<file path="src/rtl/control_unit.sv">
// Main decoder: maps Opcode/FunctCode to datapath control strobes combinationally.
// Zero latency; a sticky HALT state (entered on opcode 1111, left only by rst) forces every strobe low.
module control_unit (
  input  logic       clk,
  input  logic       rst,
  input  logic [3:0] Opcode,
  input  logic [3:0] FunctCode,
  output logic       RegDst,
  output logic       ALUOp1,
  output logic       ALUOp0,
  output logic       ALUSrc,
  output logic       Branch,
  output logic       MemRead,
  output logic       MemWrite,
  output logic       Jump,
  output logic       RegWrite,
  output logic       MemtoReg,
  output logic       FPC,
  output logic       Stall,
  output logic       Halted
);

  typedef enum logic {
    RUN  = 1'b0,
    HALT = 1'b1
  } state_t;

  localparam logic [3:0] OP_TYPEA  = 4'b0000;
  localparam logic [3:0] OP_LOAD   = 4'b1000;
  localparam logic [3:0] OP_STORE  = 4'b1100;
  localparam logic [3:0] OP_BRANCH = 4'b0100;
  localparam logic [3:0] OP_STALL  = 4'b0111;
  localparam logic [3:0] OP_JUMP   = 4'b1011;
  localparam logic [3:0] OP_HALT   = 4'b1111;
  localparam logic [3:0] FN_FPM    = 4'b0010;

  state_t      state;
  logic [10:0] ctrl;
  logic        stall_dec;

  always_ff @(posedge clk or posedge rst) begin
    if (rst) begin
      state <= RUN;
    end else if (state == RUN && Opcode == OP_HALT) begin
      state <= HALT;
    end
  end

  assign Halted = (state == HALT);

  // FunctCode is only looked at under the type-A arm so an undriven field cannot leak X.
  always_comb begin
    ctrl      = 11'b0;
    stall_dec = 1'b0;
    if (!rst && state == RUN) begin
      case (Opcode)
        OP_TYPEA: begin
          ctrl = 11'b11000000100;
          if (FunctCode == FN_FPM) begin
            ctrl[0] = 1'b1;
          end
        end
        OP_LOAD:   ctrl = 11'b00010100110;
        OP_STORE:  ctrl = 11'b00010010000;
        OP_BRANCH: ctrl = 11'b00101000000;
        OP_JUMP:   ctrl = 11'b00000001000;
        OP_STALL:  stall_dec = 1'b1;
        default:   ctrl = 11'b0;
      endcase
    end
  end

  assign {RegDst, ALUOp1, ALUOp0, ALUSrc, Branch, MemRead,
          MemWrite, Jump, RegWrite, MemtoReg, FPC} = ctrl;
  assign Stall = stall_dec;

endmodule

</file>
<file path="config.mk">
export PLATFORM = sky130hd
export DESIGN_NAME = control_unit
export DESIGN_NICKNAME = d
export VERILOG_FILES = /design/src/rtl/control_unit.sv
export SDC_FILE = /design/constraint.sdc
export NUM_CORES = 1
export LEC_CHECK = 0
export CORE_AREA = 4 4 41 43
export DETAILED_ROUTE_END_ITERATION = 8
export DIE_AREA = 0 0 45 47
export GPL_TIMING_DRIVEN = 1
export PLACE_DENSITY = 0.52
export SLEW_MARGIN = 10
export SYNTH_ARGS = -nofsm -noshare
export SYNTH_HDL_FRONTEND = slang
export SYNTH_SLANG_ARGS = --single-unit
</file>
<file path="constraint.sdc">
create_clock -name clk -period 1.55 [get_ports clk]
set_clock_uncertainty 0.05 [all_clocks]
set_input_delay 0.2325 -clock clk [delete_from_list [all_inputs] [get_ports clk]]
set_output_delay 0.2325 -clock clk [all_outputs]
set_load 0.005 [all_outputs]
</file>
# Yosys cells after proc, flatten, opt, wreduce, memory -nomap -nowiden
# Index checks and enable logic that the tools add are counted.
[totals] ff_bits=1 inputBits=10 output_inout_bits=13 wordCells=18
[op_classes] n_eq_ne=7 n_mux=5 bitwise_logic=1 reduce_logical=4
[op_table] operator="one-hot mux 11 bit (5 select lines)" count=1
[op_table] operator="equality test 4 bit (second input constant)" count=4
[op_table] operator="two-way mux 11 bit" count=1
[op_table] operator="equality test 4 x 3 -> 1 bit (second input constant)" count=2
[op_table] operator="equality test 4 x 2 -> 1 bit (second input constant)" count=1
[op_table] operator="zero test 4 bit" count=1
[op_table] operator="two-way mux 1 bit" count=3
[op_table] operator="logical AND 1 bit" count=2
[op_table] operator="zero test 1 bit" count=1
[op_table] operator="NOT 1 bit" count=1

# Longest topological paths before layout
# Gate-level depths: netlist of the first run.
[depth] word_depth=4 ltp_mapped=4 ltp_nobuf=2

# Least setup slack after synthesis of the first run
# No wires, ideal clock.
[synth_path] path_kind="input to output" start="input port Opcode[0]" end="output port RegDst" t_arrival_ps=1201 required_ps=1267 setup_slack_ps=66 stages=4 path_buffers=2 path_cell_list="or3_1 clkbuf_2 nor4_1 buf_4"
[synth_between] elab_chain_cells=3 word_cells_on_any_way=7 classes_between="eq/ne: 4; mux: 2; reduce/logical: 1"
[synth_rtl] item="start: declaration" line_no="6" rtl="input logic [3:0] Opcode,"
[synth_rtl] item="equality test 4 bit, or another cell as far along" line_no="56" rtl="case (Opcode)"
[synth_rtl] item="one-hot mux 11 bit (5 select lines) (*)" line_no="56"
[synth_rtl] item="two-way mux 11 bit (*)" line_no="55" rtl="if (!rst && state == RUN) begin"
[synth_rtl] item="end: declaration" line_no="8" rtl="output logic RegDst,"
# Every way passes the cells marked *; elsewhere a longest branch is shown, timed or not.

# Worst setup path in the final report of the first run
[layout_path] start="input port Opcode[1]" end="output port RegDst"
# The elaborated chain is that of the path after synthesis.

==> flow_metrics.tcl, run 1 <==
set metrics [dict create \
    synth-adder-area-share_pct 0 \
    synth_top_area_share_pct 15.0 \
    crit_path_end_kind "output port" \
    synth_nets 34 \
    cp-start-kind "input pin" \
    syn_avg_cell_area_um2 6.93 \
    postLayoutCellArea_um2 459 \
    antenna_found_initial 0 \
    critPathLaunch "Opcode[1]" \
    synth_top_area_cell "dfrtp_1" \
    syn_area_um2 166 \
    tns_ns 0 \
    ant_nets 0 \
    ys_seq_elements 1 \
    grt_max_degree 9 \
    power_w 0.0000963 \
    start_util_pct 12.8 \
    postSynthCellCount 24 \
    worstMarginPinSlew_ns 0.321 \
    cts_hold_buf 0 \
    drive_gt1_share_pct 66.7 \
    drt_first_pass_iters 1 \
    grt_pass1_wl_um 1290 \
    yosys_warnings 0 \
    num_antenna_cells 0 \
    die_w_um 45 \
    hold_viol_final 0 \
    drt_drc_violations_left 0 \
    ys_seq_area_share_pct 15.0 \
    register_area_um2 25.0 \
    cp.required_ns 1.27 \
    layout_min_cycle_time_ns 1.49 \
    synth_top_family_by_area "simple AND/OR/NAND/NOR gates" \
    hp-class "in -> async" \
    hpwl_um 557 \
    syn2layout_area_growth_pct 176 \
    setup_slack_ns 0.0574 \
    synth_edf_count 0 \
    relSlewSlack_pct 78.6 \
    synth.area.top_cells "dfrtp_1 (15%), nor4_1 (15%), buf_4 (14%)" \
    vias_per_cell 4.21 \
    nFillCells 147 \
    max_cap_viol_count 0 \
    vdd_drop_max_mv 0.144 \
    wire_per_inst_um 11.6 \
    multi_input_area_um2 170 \
    synth_simple_gate_area_share_pct 52.6 \
    placed_area_um2 419 \
    rows 13 \
    max_freq_ghz 0.670 \
    critical_path_class "in -> out" \
    muxShareOfSynthArea_pct 0 \
    cp_max_fo 5 \
    clk_latency_ns 0 \
    drtIter0Drc 0 \
    reg2reg_depth 2 \
    r2r_start "Halted" \
    grt_pass1_vias 285 \
    gp_congestion 0.721 \
    pin_count 23 \
    grt.total_usage_pct 7.64 \
    die_area_mm2 0.00212 \
    p_per_area_mw_per_mm2 210 \
    synth_compound_area_share_pct 6.77 \
    synthFlopType "dfrtp_1" \
    pre_cts_slack_ns -0.770 \
    gr-total-overflow 0 \
    largest_reg_flops 1 \
    slew_viol_final 0 \
    setup-violations-final 0 \
    clk_pin_slew_worst_paths_ns 0 \
    die_y_um 47 \
    arrival_ns 1.21 \
    design.core.area_mm2 0.00130 \
    port_buffers 22 \
    vias 265 \
    synthXorXnorAreaFrac_pct 0 \
    p_leak_nw 0.225 \
    synth_async_sr_flop_share_pct 100 \
    fin_nets 60 \
    rsz0062_at_grt "yes" \
    ys_types 14 \
    status "finished, final reports clean" \
    routed_wl_um 731 \
    fin_crit_sh_pct 96.3 \
]
cell type report:
cell class / count / share of cell area (%)
Inverter: 3 / 2.45
Sequential cell: 1 / 5.45
Tap cell: 15 / 4.09
Timing Repair Buffer: 29 / 51.0
Multi-Input combinational cell: 15 / 37.1
per-layer routing:
layer	share of wire, %	global-route usage, %	wire (um)
met5	0	0	0
met4	0	0	0
met3	14	1.53	100
met2	52	15.0	378
met1	34	9.03	252
critical path: stages:
cell	delay [ns]
buf_6	0.09
or3_4	0.42
nor4_2	0.22
buf_4	0.16
buf_6	0.09
cell families after synthesis:
| family | Yosys count |
|---|---|
| DFF | 1 |
| and+or+nand+nor | 14 |
| AOI/OAI and AO/OA | 1 |
| buffers and inverters | 8 |
Yosys cell counts, types with 2 or more instances:
library cell / instances
buf_4: 3
inv_1: 3
nor3_1: 3
nor4_1: 4
nor4b_1: 2
path summary, 6_finish.rpt:
path | endpoint | slack [ns]
worst max-delay path | RegDst | 0.06
max in group asynchronous | Halted | 1.18
worst min register to register | Halted | 0.76
worst min-delay path | Halted | 0.18
worst max register to register | Halted | 0.51
min in group clk | Halted | 0.50
report_power, final:
group	internal [W]	total (W)	switching (W)	leakage [nW]
logic	0.0000363	0.0000643	0.0000280	0.216
clock network	0	0	0	0
registers	0.0000280	0.0000320	0.00000406	0.00900
cells in the final DEF, fill, tap and decap left out, drive strengths merged:
cell type      count
clkdlybuf4s15      1
nor4b              2
nand2b             1
dlymetal6s2s       2
a41o               1
dlygate4sd2        1
clkdlybuf4s50      4
nor4               4
inv                3
nand2              1
and4b              1
dfrtp              1
nor2               1
or3                1
buf               20
clkbuf             1
nor3               3
through the flow:
step,hold slack (ns),utilization [%],instances
4_1_cts,0.171,34.2,63
5_1_grt,0.202,35.3,63
3_5_place_dp,0.481,32.2,62
6_report,0.176,35.3,63
3_3_place_gp,0.480,32.2,62
2_1_floorplan,-0.0888,-,24
repair_timing:
action,4_1_cts,5_1_grt
setup endpoints to repair,12,10
gates resized for setup,70,8
pin swaps,4,4
cloned,0,0
hold endpoints to repair,0,0
buffers inserted,1,0
Power figures use the tool's default switching activity.
==> run 2, diff against run 1 <==
--- a/config.mk
+++ b/config.mk
@@ -5,9 +5,9 @@
 export SDC_FILE = /design/constraint.sdc
 export NUM_CORES = 1
 export LEC_CHECK = 0
-export CORE_AREA = 4 4 41 43
+export CORE_AREA = 8 8 45 47
 export DETAILED_ROUTE_END_ITERATION = 8
-export DIE_AREA = 0 0 45 47
+export DIE_AREA = 0 0 53 55
 export GPL_TIMING_DRIVEN = 1
 export PLACE_DENSITY = 0.52
 export SLEW_MARGIN = 10
==> flow_metrics.tcl, run 2 (synthesis gave the netlist of run 1 again) <==
set metrics [dict create \
    routed_wl_um 913 \
    largest_reg_flops 1 \
    rsz0062_at_grt "yes" \
    drt_first_pass_iters 3 \
    design.core.area_mm2 0.00138 \
    cts_hold_buf 0 \
    grt_pass1_wl_um 1480 \
    relSlewSlack_pct 73.4 \
    drtIter0Drc 1 \
    port_buffers 22 \
    p_leak_nw 0.268 \
    num_antenna_cells 0 \
    pre_cts_slack_ns -0.742 \
    wire_per_inst_um 13.2 \
    gr-total-overflow 0 \
    critical_path_class "in -> out" \
    cp.required_ns 1.27 \
    layout_min_cycle_time_ns 1.51 \
    hpwl_um 639 \
    antenna_found_initial 0 \
    drive_gt1_share_pct 71.7 \
    critPathSlowestCell "or3_4" \
    fin_crit_sh_pct 97.6 \
    die_w_um 53 \
    grt.total_usage_pct 6.27 \
    status "finished, final reports clean" \
    final_common_cell "buf_2" \
    hp-class "in -> async" \
    drt_drc_violations_left 0 \
    rows 14 \
    fin_nets 65 \
    slew_viol_final 0 \
    die_y_um 55 \
    worstPathCellList "buf_6, or3_4, buf_6, nor4_4, buf_4, buf_6" \
    tns_ns 0 \
    crit_path_end_kind "output port" \
    worstMarginPinSlew_ns 0.399 \
    clk_latency_ns 0 \
    layout_common_cells "buf_2 (10), buf_4 (9), buf_6 (7)" \
    critPathMaxStageDelay_ns 0.41 \
    max_cap_viol_count 0 \
    max_freq_ghz 0.661 \
    cp-start-kind "input pin" \
    ant_nets 0 \
    start_util_pct 12.0 \
    cp_num_buf_inv 4 \
    clk_pin_slew_worst_paths_ns 0 \
    syn2layout_area_growth_pct 222 \
    pin_count 23 \
    grt_max_degree 9 \
    gp_congestion 0.655 \
    arrival_ns 1.23 \
    setup_slack_ns 0.0370 \
    critPathTopFamily "simple AND/OR/NAND/NOR gates" \
    cp_max_fo 4 \
    whs_ns 0.164 \
    final_core_util_pct 38.7 \
    cp_common_cell "buf_6" \
    vdd_drop_max_mv 0.183 \
    hold_viol_final 0 \
    p_per_area_mw_per_mm2 210 \
    die_area_mm2 0.00292 \
    setup-violations-final 0 \
    vias_per_cell 4.26 \
    vias 294 \
    grt_pass1_vias 325 \
]
run 2: stage by stage:
step                cell area (um^2)  total power [W]  std cells
floorplan                        166        0.0000424         24
detailed placement               435        0.0000876         65
global placement                 435        0.0000871         65
global route                     536         0.000120         69
finish                           536         0.000113         69
CTS                              490         0.000104         69
run 2: power by group:
part	internal (W)	leakage [nW]	switching (W)
Clock	0	0	0
Combinational	0.0000453	0.260	0.0000341
Sequential	0.0000283	0.00863	0.00000504
run 2: worst reg2reg max path, delay by kind of cell, from the launching register on:
| family | cells | cell delay, ns |
|---|---|---|
| flops | 1 | 0.47 |
| buf+inv | 1 | 0.17 |
| compound gates | 1 | 0.22 |
run 2: final timing paths:
path | start | to | slack [ns] | cells after the start
hold reg to reg | Halted | Halted | 0.70 | 2
hold / removal | rst | Halted | 0.16 | 3
setup reg to reg | Halted | Halted | 0.52 | 2
setup / recovery | Opcode[0] | RegDst | 0.04 | 6
min in group clk | Opcode[0] | Halted | 0.56 | 3
max in group asynchronous | rst | Halted | 1.19 | 3
run 2: area by class of cell:
class / count / area (um^2)
Multi-Input combinational cell: 15 / 193
Sequential cell: 1 / 26.3
Timing Repair Buffer: 34 / 283
Inverter: 3 / 13.8
Tap cell: 16 / 20.0
Fill cell: 159 / 848
run 2: metal layers:
metal  wire [um]  GRT usage [%]  share of wire [%]  vias to the layer above
met1         392           8.17                 43                      134
li1            -              -                  -                      145
met4           0              0                  0                        0
met3         101           1.60                 11                        0
met2         420           10.7                 46                       15
met5           0              0                  0                        -
run 2: what timing repair did:
| item | in CTS | in global routing |
|---|---|---|
| endpoints found under the hold margin | 0 | 0 |
| setup buffers | 4 | 0 |
| pin swaps | 2 | 4 |
| resized for setup | 76 | 10 |
| endpoints found under the setup margin | 12 | 7 |
==> run 3, diff against run 2 <==
--- a/config.mk
+++ b/config.mk
@@ -10,7 +10,7 @@
 export DIE_AREA = 0 0 53 55
 export GPL_TIMING_DRIVEN = 1
 export PLACE_DENSITY = 0.52
-export SLEW_MARGIN = 10
+export SLEW_MARGIN = 30
 export SYNTH_ARGS = -nofsm -noshare
 export SYNTH_HDL_FRONTEND = slang
 export SYNTH_SLANG_ARGS = --single-unit
==> results of run 3 <==
Final layout, timing and power as in run 2 (identical DEF).
==> RTL edit: new RTL, flow settings as in run 3 <==
Make the reset (`rst`) synchronous in one clocked block.
--- a/src/rtl/control_unit.sv
+++ b/src/rtl/control_unit.sv
@@ -40,3 +40,3 @@
 
-  always_ff @(posedge clk or posedge rst) begin
+  always_ff @(posedge clk) begin
     if (rst) begin
Behaviour: differs if rst is asserted again (counterexample within 4 cycles, from zero or initial values and one cycle with rst high); with rst held inactive, the same outputs for 10 cycles.
==> RTL edit against run 3 <==
Design area decreased by 15%; worst setup slack lost 30 ps; first-iteration DRC count rose by 100%; utilization shrank 5.8 points; wire length is 3.1% lower; sequential cell count unchanged; power down 3.9%; area after synthesis did not move; global-route usage fell by 0.87 points; largest cell class unchanged.
==> RTL edit: results (changes against run 3) <==
first-pass GRT wire length 1290 um (was 1480 um); Starting DRT DRC Count 2 (was 1); r2r startpoint Halted (unchanged); total internal power 0.0000717 W (was 0.0000736 W); reg-to-reg critical path endpoint Halted (unchanged); Crit path largest cell delay 540 ps (was 410 ps); Metal-1 WL 348 um (was 392 um); Routed WL 885 um (was 913 um); HP Class register to register (was input port to async pin); Reg2Reg Setup Slack 730 ps (was 520 ps); ys async rst share 0 (was 1.00); Main synth FF type dfxtp_1 (was dfrtp_1); Placed Instance Area 425 um2 (was 435 um2); overall routing resource usage 0.0540 (was 0.0627); DP HPWL 653 um (was 639 um); Commonest cells post-synth buf_4, nor2_1, nor3_1 (was nor4_1, buf_4, inv_1, nor3_1, nor4b_1); met2 GRT Util 0.0957 (was 0.107); dpl ws -751 ps (was -742 ps); vias per inst 4.34 (was 4.26); post-synthesis compound-gate area fraction 0.0526 (was 0.0677); vias in the first global route 300 (was 325); status finished clean (unchanged); total number of vias 291 (was 294); share of cells above drive strength 1 0.647 (was 0.717); Final Wtd Congestion 0.637 (was 0.655); smallest hold slack 559 ps (was 164 ps); sequential area share after synthesis 0.120 (was 0.150); leading post-synthesis cells by cell area buf_4, nor4_4, dfxtp_1 (was dfrtp_1, nor4_1, buf_4); LEAKAGE 0.237 nW (was 0.268 nW); crit path DAT 1260 ps (was 1230 ps); largest net degree at the start of global routing 8 (was 9); WL met3 149 um (was 101 um)
RTL edit: worst min-delay path: cells and delay by family (launching register included):
family          cells  cell delay (ps)
buf+inv             1              150
compound gates      1               50
flops               1              310
simple gates        1               70
RTL edit: cell type report:
class | instances | area (um2)
fill | 166 | 928
tap | 16 | 20.0
inverter | 1 | 3.75
sequential | 1 | 20.0
multi-input combinational | 16 | 164
timing repair buffer | 33 | 248
RTL edit: timing repair:
item,CTS,global route
resized for setup,77,2
gates cloned,1,0
setup buffers,3,1
endpoints found under the setup margin,12,9
pin swaps,5,0
RTL edit: worst max path at each step:
stage	startpoint	end	slack, ps	cells past startpoint
after floorplan	Halted	RegDst	-40	3
after global placement	FunctCode[0]	FPC	-750	4
after detailed placement	Opcode[1]	MemRead	-750	4
after CTS	rst	FPC	-3	5
after global routing	rst	ALUOp1	-40	5
final	rst	FPC	7	5
